==> src/rtl/rv_pipe_pkg.sv <==
// Shared pipeline definitions: write-back source encodings, datapath and
// register index widths, and the hard-wired zero register index.
package rv_pipe_pkg;
    localparam int RV_XLEN = 32;
    localparam int REG_AW  = 5;

    localparam logic [REG_AW-1:0] REG_X0 = '0;

    typedef enum logic [1:0] {
        WB_SEL_ALU  = 2'b00,
        WB_SEL_MEM  = 2'b01,
        WB_SEL_PC   = 2'b10,
        WB_SEL_RSVD = 2'b11
    } wb_sel_e;
endpackage

==> src/rtl/writeback_regfile_if.sv <==
// MEM/WB slot, ID read ports and EX forwarding tap of the write-back stage.
interface writeback_regfile_if
    import rv_pipe_pkg::*;
#(
    parameter int XLEN  = RV_XLEN,
    parameter int AW    = REG_AW,
    parameter int CNT_W = 64
);
    logic             BUSY_WAIT;
    logic             WB_VALID;
    logic             REG_WRITE;
    logic [1:0]       MEM_TO_REG;
    logic [AW-1:0]    IN_ADDRESS;
    logic [XLEN-1:0]  ALU_RESULT;
    logic [XLEN-1:0]  DATA_READED;
    logic [XLEN-1:0]  PC_NEXT;
    logic [AW-1:0]    RS1_ADDR;
    logic [AW-1:0]    RS2_ADDR;
    logic [XLEN-1:0]  RS1_DATA;
    logic [XLEN-1:0]  RS2_DATA;
    logic [XLEN-1:0]  WB_DATA_OUT;
    logic             WB_EN_OUT;
    logic [AW-1:0]    WB_ADDR_OUT;
    logic [CNT_W-1:0] INSTRET_OUT;

    modport master (
        output BUSY_WAIT, WB_VALID, REG_WRITE, MEM_TO_REG, IN_ADDRESS,
               ALU_RESULT, DATA_READED, PC_NEXT, RS1_ADDR, RS2_ADDR,
        input  RS1_DATA, RS2_DATA, WB_DATA_OUT, WB_EN_OUT, WB_ADDR_OUT,
               INSTRET_OUT
    );

    modport slave (
        input  BUSY_WAIT, WB_VALID, REG_WRITE, MEM_TO_REG, IN_ADDRESS,
               ALU_RESULT, DATA_READED, PC_NEXT, RS1_ADDR, RS2_ADDR,
        output RS1_DATA, RS2_DATA, WB_DATA_OUT, WB_EN_OUT, WB_ADDR_OUT,
               INSTRET_OUT
    );
endinterface

==> src/rtl/regfile_2r1w.sv <==
// Integer register file: one write port, two combinational read ports with
// write-through bypass, x0 hard-wired to zero, asynchronous clear.
module regfile_2r1w
    import rv_pipe_pkg::*;
#(
    parameter int XLEN  = RV_XLEN,
    parameter int NREGS = 32,
    localparam int AW   = $clog2(NREGS)
) (
    input  logic            CLK,
    input  logic            RESET,
    input  logic            WE,
    input  logic [AW-1:0]   WADDR,
    input  logic [XLEN-1:0] WDATA,
    input  logic [AW-1:0]   RADDR1,
    input  logic [AW-1:0]   RADDR2,
    output logic [XLEN-1:0] RDATA1,
    output logic [XLEN-1:0] RDATA2
);
    logic [NREGS-1:0][XLEN-1:0] regs;

    always_ff @(posedge CLK or negedge RESET) begin
        if (!RESET) begin
            regs <= '0;
        end else if (WE && WADDR != AW'(REG_X0)) begin
            regs[WADDR] <= WDATA;
        end
    end

    // The value about to be committed is visible in the same cycle, so ID
    // never sees a stale operand for the instruction retiring now.
    function automatic logic [XLEN-1:0] rd_port(input logic [AW-1:0] a);
        if (a == AW'(REG_X0))
            return '0;
        if (WE && a == WADDR)
            return WDATA;
        return regs[a];
    endfunction

    always_comb begin
        RDATA1 = rd_port(RADDR1);
        RDATA2 = rd_port(RADDR2);
    end
endmodule

==> src/rtl/writeback_regfile.sv <==
// Write-back stage: result select, qualified commit into the register file,
// forwarding tap and retired-instruction counter.
module writeback_regfile
    import rv_pipe_pkg::*;
#(
    parameter int XLEN  = RV_XLEN,
    parameter int NREGS = 32,
    parameter int CNT_W = 64,
    localparam int AW   = $clog2(NREGS)
) (
    input logic               CLK,
    input logic               RESET,
    writeback_regfile_if.slave bus
);
    logic [XLEN-1:0]  wb_data;
    logic             wb_en;
    logic [CNT_W-1:0] instret;

    always_comb begin
        case (wb_sel_e'(bus.MEM_TO_REG))
            WB_SEL_MEM: wb_data = bus.DATA_READED;
            WB_SEL_PC:  wb_data = bus.PC_NEXT;
            default:    wb_data = bus.ALU_RESULT;
        endcase
    end

    // Gated by reset so the bypass never shows a value the array will not hold.
    assign wb_en = RESET & bus.WB_VALID & bus.REG_WRITE & ~bus.BUSY_WAIT
                 & (bus.IN_ADDRESS != AW'(REG_X0));

    regfile_2r1w #(
        .XLEN  (XLEN),
        .NREGS (NREGS)
    ) u_rf (
        .CLK    (CLK),
        .RESET  (RESET),
        .WE     (wb_en),
        .WADDR  (bus.IN_ADDRESS),
        .WDATA  (wb_data),
        .RADDR1 (bus.RS1_ADDR),
        .RADDR2 (bus.RS2_ADDR),
        .RDATA1 (bus.RS1_DATA),
        .RDATA2 (bus.RS2_DATA)
    );

    always_ff @(posedge CLK or negedge RESET) begin
        if (!RESET) begin
            instret <= '0;
        end else if (bus.WB_VALID && !bus.BUSY_WAIT) begin
            instret <= instret + CNT_W'(1);
        end
    end

    assign bus.WB_DATA_OUT = wb_data;
    assign bus.WB_EN_OUT   = wb_en;
    assign bus.WB_ADDR_OUT = bus.IN_ADDRESS;
    assign bus.INSTRET_OUT = instret;
endmodule

==> src/flat_wrapper.sv <==
// flat-port wrapper written by rule: the top's interface ports become plain ports
module writeback_regfile_flat import rv_pipe_pkg::*;
#(
    parameter int XLEN  = RV_XLEN,
    parameter int NREGS = 32,
    parameter int CNT_W = 64,
    localparam int AW   = $clog2(NREGS)
)
  (CLK, RESET, bus_BUSY_WAIT, bus_WB_VALID, bus_REG_WRITE, bus_MEM_TO_REG, bus_IN_ADDRESS, bus_ALU_RESULT, bus_DATA_READED, bus_PC_NEXT, bus_RS1_ADDR, bus_RS2_ADDR, bus_RS1_DATA, bus_RS2_DATA, bus_WB_DATA_OUT, bus_WB_EN_OUT, bus_WB_ADDR_OUT, bus_INSTRET_OUT);
  writeback_regfile_if #(.XLEN(XLEN), .AW(5), .CNT_W(CNT_W)) bus_i ();
  input logic CLK;
  input logic RESET;
  input wire logic [$bits(bus_i.BUSY_WAIT)-1:0] bus_BUSY_WAIT;
  input wire logic [$bits(bus_i.WB_VALID)-1:0] bus_WB_VALID;
  input wire logic [$bits(bus_i.REG_WRITE)-1:0] bus_REG_WRITE;
  input wire logic [$bits(bus_i.MEM_TO_REG)-1:0] bus_MEM_TO_REG;
  input wire logic [$bits(bus_i.IN_ADDRESS)-1:0] bus_IN_ADDRESS;
  input wire logic [$bits(bus_i.ALU_RESULT)-1:0] bus_ALU_RESULT;
  input wire logic [$bits(bus_i.DATA_READED)-1:0] bus_DATA_READED;
  input wire logic [$bits(bus_i.PC_NEXT)-1:0] bus_PC_NEXT;
  input wire logic [$bits(bus_i.RS1_ADDR)-1:0] bus_RS1_ADDR;
  input wire logic [$bits(bus_i.RS2_ADDR)-1:0] bus_RS2_ADDR;
  output wire logic [$bits(bus_i.RS1_DATA)-1:0] bus_RS1_DATA;
  output wire logic [$bits(bus_i.RS2_DATA)-1:0] bus_RS2_DATA;
  output wire logic [$bits(bus_i.WB_DATA_OUT)-1:0] bus_WB_DATA_OUT;
  output wire logic [$bits(bus_i.WB_EN_OUT)-1:0] bus_WB_EN_OUT;
  output wire logic [$bits(bus_i.WB_ADDR_OUT)-1:0] bus_WB_ADDR_OUT;
  output wire logic [$bits(bus_i.INSTRET_OUT)-1:0] bus_INSTRET_OUT;
  assign bus_i.BUSY_WAIT = bus_BUSY_WAIT;
  assign bus_i.WB_VALID = bus_WB_VALID;
  assign bus_i.REG_WRITE = bus_REG_WRITE;
  assign bus_i.MEM_TO_REG = bus_MEM_TO_REG;
  assign bus_i.IN_ADDRESS = bus_IN_ADDRESS;
  assign bus_i.ALU_RESULT = bus_ALU_RESULT;
  assign bus_i.DATA_READED = bus_DATA_READED;
  assign bus_i.PC_NEXT = bus_PC_NEXT;
  assign bus_i.RS1_ADDR = bus_RS1_ADDR;
  assign bus_i.RS2_ADDR = bus_RS2_ADDR;
  assign bus_RS1_DATA = bus_i.RS1_DATA;
  assign bus_RS2_DATA = bus_i.RS2_DATA;
  assign bus_WB_DATA_OUT = bus_i.WB_DATA_OUT;
  assign bus_WB_EN_OUT = bus_i.WB_EN_OUT;
  assign bus_WB_ADDR_OUT = bus_i.WB_ADDR_OUT;
  assign bus_INSTRET_OUT = bus_i.INSTRET_OUT;
  writeback_regfile #(.XLEN(XLEN), .NREGS(NREGS), .CNT_W(CNT_W)) u_core (.CLK(CLK), .RESET(RESET), .bus(bus_i));
endmodule
==> config.mk <==
export PLATFORM = sky130hd
export DESIGN_NAME = writeback_regfile_flat
export DESIGN_NICKNAME = d
export VERILOG_FILES = /design/src/rtl/rv_pipe_pkg.sv /design/src/rtl/writeback_regfile_if.sv /design/src/rtl/regfile_2r1w.sv /design/src/rtl/writeback_regfile.sv /design/src/flat_wrapper.sv
export SDC_FILE = /design/constraint.sdc
export NUM_CORES = 2
export LEC_CHECK = 0
export CAP_MARGIN = 20
export CORE_MARGIN = 2
export CORE_UTILIZATION = 41
export CTS_CLUSTER_SIZE = 30
export DETAILED_ROUTE_END_ITERATION = 7
export GPL_TIMING_DRIVEN = 1
export PLACE_DENSITY = 0.59
export REMOVE_ABC_BUFFERS = 1
export SYNTH_ARGS = -nofsm -noshare
export SYNTH_HDL_FRONTEND = slang
export SYNTH_SLANG_ARGS = --single-unit
export TNS_END_PERCENT = 10
==> constraint.sdc <==
create_clock -name CLK -period 4.05 [get_ports CLK]
set_clock_uncertainty 0.1 [all_clocks]
set_input_delay 0.81 -clock CLK [delete_from_list [all_inputs] [get_ports CLK]]
set_output_delay 0.81 -clock CLK [all_outputs]
set_load 0.01 [all_outputs]
---- Word-level counts from Yosys, hierarchy flattened ----
Index checks and enable logic that the tools add are counted.
storage, ports and cells
  logic and storage cells ................. 78
  bits of input ports ..................... 118
  output and inout port bits .............. 166
  bits in registers ....................... 1088
cells by class
  eq/ne operators ......................... 4
  reductions and logical operators ........ 9
  bitwise operators ....................... 5
  $add $sub $neg .......................... 1
  order comparisons ....................... 4
  multiplexer cells ....................... 22
operators by type and width
  cell                                                  number
  bitwise mux 1024 bit                                  1
  2-to-1 mux 32 bit                                     11
  binary-select mux 32 bit (select 5 bit)               2
  demux 32 bit (select 5 bit)                           1
  adder 64 x 1 -> 64 bit (second input constant)        1
  case mux 32 bit (2 select lines)                      1
  < comparator 5 x 6 -> 1 bit (second input constant)   3
  == test 5 bit                                         2
  zero test 5 bit                                       2
  2-to-1 mux 1 bit                                      6
  >= comparator 5 x 1 -> 1 bit (second input constant)  1
  logical AND 1 bit                                     5
  nonzero test 5 bit                                    1
  bitwise AND 1 bit                                     4
  == test 2 x 1 -> 1 bit (second input constant)        1
  == test 2 bit (second input constant)                 1
  zero test 1 bit                                       1
  inverter 1 bit                                        1

---- Depth between registers and ports, before layout ----
  depth after elaboration ................. 9
  mapped depth ............................ 10
  depth with buffers taken out ............ 7

---- Hierarchy ----
Synthesis repeated with hierarchy kept, for this count alone.
unflattened totals
  cells, all modules ...................... 4189
  area, all modules ....................... 58474.8 µm²
by module, submodules not included
  module             sequential area each (µm²)  area an instance (µm²)  cells an instance  times used
  regfile_2r1w       25624.6                     54688.7                 3778               1
  writeback_regfile  1601.5                      3786.1                  411                1

---- Least setup slack after synthesis ----
No wires, ideal clock.
  path kind ............................... input to output
  start ................................... input port bus_RS2_ADDR[0]
  end ..................................... output port bus_RS2_DATA[2]
  data required time ...................... 3.140 ns
  cell stages on the path ................. 8
  setup slack ............................. 0.637 ns
  data arrival time ....................... 2.503 ns
  path buffers ............................ 3
  cells stage by stage .................... buf_6 > buf_2 > buf_2 > mux4_2 > mux2i_1 > mux2i_1 > a221oi_1 > a21oi_1
on the way
  word-level cells in the longest chain between the ends .. 6
  elaborated cells on any way between the ends .. 11
  those cells by class .................... eq/ne (1); mux (8); reduce/logical (2)
ends and longest elaborated chain
  what                                                                                             RTL line            source
  from (decl)                                                                                      flat_wrapper.sv:22  input wire logic [$bits(bus_i.RS2_ADDR)-1:0] bus_RS2_ADDR;
  parallel branches: the longest is 5 deep, another holds binary-select mux 32 bit (select 5 bit)  -
  2-to-1 mux 32 bit *                                                                              regfile_2r1w.sv:35  if (WE && a == WADDR)
  to (decl)                                                                                        flat_wrapper.sv:24  output wire logic [$bits(bus_i.RS2_DATA)-1:0] bus_RS2_DATA;
Mark *: on every way between the ends. The select of a mux whose other input is x is not followed.

---- Worst setup path in the final report ----
  start ................................... input port bus_MEM_TO_REG[0]
  end ..................................... output port bus_WB_DATA_OUT[23]
on the way
  word-level cells in the longest chain between the ends .. 2
  elaborated cells on any way between the ends .. 3
  those cells by class .................... eq/ne (2); mux (1)
ends and longest elaborated chain
  what                                                            RTL line                 source
  from (decl)                                                     flat_wrapper.sv:16       input wire logic [$bits(bus_i.MEM_TO_REG)-1:0] bus_MEM_TO_REG;
  == test 2 bit / == test 2 x 1 -> 1 bit (equally long branches)  writeback_regfile.sv:20  case (wb_sel_e'(bus.MEM_TO_REG))
  case mux 32 bit (2 select lines) *                              writeback_regfile.sv:20
  to (decl)                                                       flat_wrapper.sv:25       output wire logic [$bits(bus_i.WB_DATA_OUT)-1:0] bus_WB_DATA_OUT;
Every way passes the cells marked *; elsewhere a longest branch is shown, timed or not.

==> impl_metrics.csv <==
group,metric,value,unit
yosys,synth_commonest_cells,"dfrtp_1 (1088), nand2_1 (1060), o21ai_0 (1023)",
job,max_cap_violations,0,
worst_setup_path,cp-end-kind,"output port",
worst_setup_path,r2r_start,"u_core.bus.INSTRET_OUT[0]",
grt,antenna_found_initial,6,
yosys,avgSynthCellArea,11.0,um^2
grt,track_usage,0.296,
power_and_ir_drop,max-vdd-ir-drop,0.000337,V
sta,setup_viol,4,
place,dpl-instance-area,65100,um^2
clock_tree,clk_pin_slew,0.06,ns
outcome,violations,"negative setup slack",
finish,fin_cells,7511,
worst_setup_path,max_stage_delay,0.53,ns
floorplan,dieWidth,377,um
finish,nFillCells,12100,
worst_setup_path,slowest_stage,"clkdlybuf4s50_1",
worst_setup_path,arrival,3.17,ns
yosys,synth_seq_cells,1088,
power_and_ir_drop,total_power,26.3,mW
worst_setup_path,worstPathCellList,"clkdlybuf4s50_1 -> inv_1 -> ha_4 -> buf_12 -> buf_12 -> buf_4 -> nand2_1 -> o21a_1 -> buf_4 -> inv_1 -> clkdlybuf4s50_1",
yosys,synth_area_leaders,"dfrtp_1 (48%), mux4_2 (19%), o21ai_0 (9.0%)",
worst_setup_path,path_buf_inv,8,
finish,drive_gt1_frac,0.243,
clock_tree,cts_tree,"yes",
finish,final_nets,5740,
sta,finalSetupTns,-0.0828,ns
outcome,status,"finished, violations left",
yosys,synth_edf_count,0,
grt,grt_max_degree,179,
min_path,hold_class,"primary input to async pin",
clock_tree,clockRootBuffer,"clkbuf_16",
yosys,ys_warn_count,0,
detailed_routing,drc,0,
sta,tightest_slew,1.17,ns
yosys,synth_ff_type,"dfrtp_1",
sta,final.min_clock_period,4.08,ns
floorplan,row_count,136,
floorplan,start_util,0.414,
sta,relSlewSlack,0.222,
worst_setup_path,critPathLaunch,"bus_MEM_TO_REG[0]",
worst_setup_path,r2r-end,"u_core.bus.INSTRET_OUT[56]",
floorplan,coreArea,138000,um^2
clock_tree,ctsHoldBuffers,0,
detailed_routing,post_drt_wl_per_cell,27.9,um
detailed_routing,first_pass_iters,6,
finish,syn2layout_area_growth,22.3,%
floorplan,io_pins,284,
place,dp_hpwl,135,mm
worst_setup_path,r2r_setup_slack,1.78,ns
clock_tree,numCtsBuffers,118,
detailed_routing,drtAntennaViolNets,0,
worst_setup_path,worstSetupPathType,"primary input to output port",
finish,final_area,69700,um^2
place,port_buffers,283,
power_and_ir_drop,power.density,378,nW/um^2
yosys,syn_inst,5199,
place,pre_cts_ws,-0.877,ns
clock_tree,clock_path_buffers,3,
place,place_inst,7257,
clock_tree,clock_latency,0.75,ns
worst_setup_path,setup.worst_path.start_class,"primary input",
yosys,synth_top_area_cell,"dfrtp_1",
sta,finalWorstSetupSlack,-0.0267,ns
yosys,async_reset_ff_frac,1.00,
grt,grt_pass1_vias,45000,
worst_setup_path,cp_top_family,"buffers and inverters",
grt,overflow,0,
clock_tree,clock_sinks,1088,
sta,hold_viol_final,0,
grt,grt_pass1_wl,310,mm
finish,final_util,0.506,
detailed_routing,drt_iter0_drc,4694,
worst_setup_path,crit_path_max_fanout,16,
yosys,syn_area,57000,um^2
place,globalplace.congestion,0.880,
yosys,seq_area_frac_synth,0.478,
power_and_ir_drop,p_leak,30.0,nW
sta,finalHoldWorstSlack,0.245,ns
detailed_routing,vias,45600,
floorplan,dieHeight,377,um
worst_setup_path,required,3.14,ns
worst_setup_path,r2r_cells,6,
sta,fin_crit_sh,1.01,
yosys,synth_top_area_share,0.478,
clock_tree,h-tree-depth,3,
floorplan,dieArea,142000,um^2
yosys,ys_types,63,
sta,slew_violations,0,
sta,rsz0062_at_grt,"true",
detailed_routing,viasPerCell,6.07,
yosys,synth_most_common_cell,"dfrtp_1",
sta,max_freq,0.245,GHz
detailed_routing,wl,210,mm
## tightest hold or removal path: stages
cell and delay, ns:
buf_8 0.08, buf_4 0.12, buf_4 0.58
## sequential cells by signal, indices dropped and copies added (netlist names)
| signal | cells |
|---|---|
| u_core.u_rf.regs | 1024 |
| u_core.bus.INSTRET_OUT | 64 |
## per-layer routing
metal,global-route usage,part of all wire,up-vias,wire length [um]
met5,0,0.00022,-,46
met4,0.103,0.035,8,7360
met3,0.0725,0.096,408,20000
met2,0.452,0.45,2053,94900
met1,0.413,0.42,23300,87400
li1,-,-,19800,-
## worst max-delay path by stage
| stage | endpoint | slack (ns) | depth (start not counted) |
|---|---|---|---|
| finish | bus_WB_DATA_OUT[23] | -0.03 | 11 |
| global route | bus_WB_DATA_OUT[23] | -0.1 | 11 |
| CTS | bus_RS1_DATA[6] | -0.07 | 10 |
| detailed placement | bus_RS1_DATA[30] | -0.88 | 10 |
| global placement | bus_RS1_DATA[30] | -0.97 | 10 |
| floorplan | bus_RS2_DATA[30] | -0.54 | 5 |
## report_power, final
part | switching (mW) | total [mW] | leakage [nW] | internal, mW
sequential | 0.340 | 11.6 | 15.1 | 11.3
combinational | 2.05 | 3.65 | 13.0 | 1.59
clock | 4.68 | 11.0 | 1.94 | 6.36
total | 7.07 | 26.3 | 30.0 | 19.2
## cell usage in the layout, fill, tap and decap left out, drive strengths merged, types with 15 or more instances in the layout
| cell | synthesis | routed |
|---|---|---|
| nor2b | 15 | 15 |
| mux2i | 224 | 224 |
| dlygate4sd2 | 0 | 46 |
| and3 | 16 | 16 |
| a31oi | 15 | 15 |
| a221oi | 62 | 62 |
| clkbuf | 400 | 181 |
| inv | 41 | 44 |
| clkdlybuf4s50 | 0 | 195 |
| a21oi | 54 | 54 |
| nor2 | 80 | 80 |
| clkinv | 0 | 31 |
| nor3 | 21 | 21 |
| mux2 | 19 | 19 |
| a22oi | 83 | 83 |
| nand4 | 50 | 50 |
| o21ai | 1027 | 1027 |
| nand3 | 48 | 48 |
| o21a | 18 | 18 |
| xnor2 | 64 | 64 |
| buf | 157 | 593 |
| nand2 | 1060 | 1060 |
| mux4 | 469 | 469 |
| dfrtp | 1088 | 1088 |
| a211oi | 23 | 23 |
| o22ai | 35 | 35 |
## cells by family after synthesis
logic type | after synthesis | synth area share
buffers and inverters | 598 | 0.0473
XOR/XNOR | 73 | 0.0112
AND/OR/NAND/NOR | 1336 | 0.0963
AO/OA/AOI/OAI | 1389 | 0.138
multiplexers | 712 | 0.229
adder cells (fa/ha/maj) | 3 | 0.000659
flip-flops | 1088 | 0.478
## final cells by class
| class | count | area, um^2 | area share |
|---|---|---|---|
| antenna | 2 | 5.00 | 0.0000718 |
| clock buffer | 171 | 3420 | 0.0491 |
| clock inverter | 45 | 493 | 0.00707 |
| inverter | 41 | 155 | 0.00223 |
| multi-input combinational | 3513 | 27700 | 0.397 |
| sequential | 1088 | 27200 | 0.391 |
| tap | 1794 | 2240 | 0.0322 |
| timing repair buffer | 857 | 8460 | 0.121 |
## timing repair
action                                  in CTS  in global routing
pin swaps                                   20                  7
setup buffers                               29                  6
gates cloned                                 2                  0
endpoints found under the setup margin      89                 60
gates resized for setup                    159                 56
No activity file was read; power rests on OpenSTA's default activity.
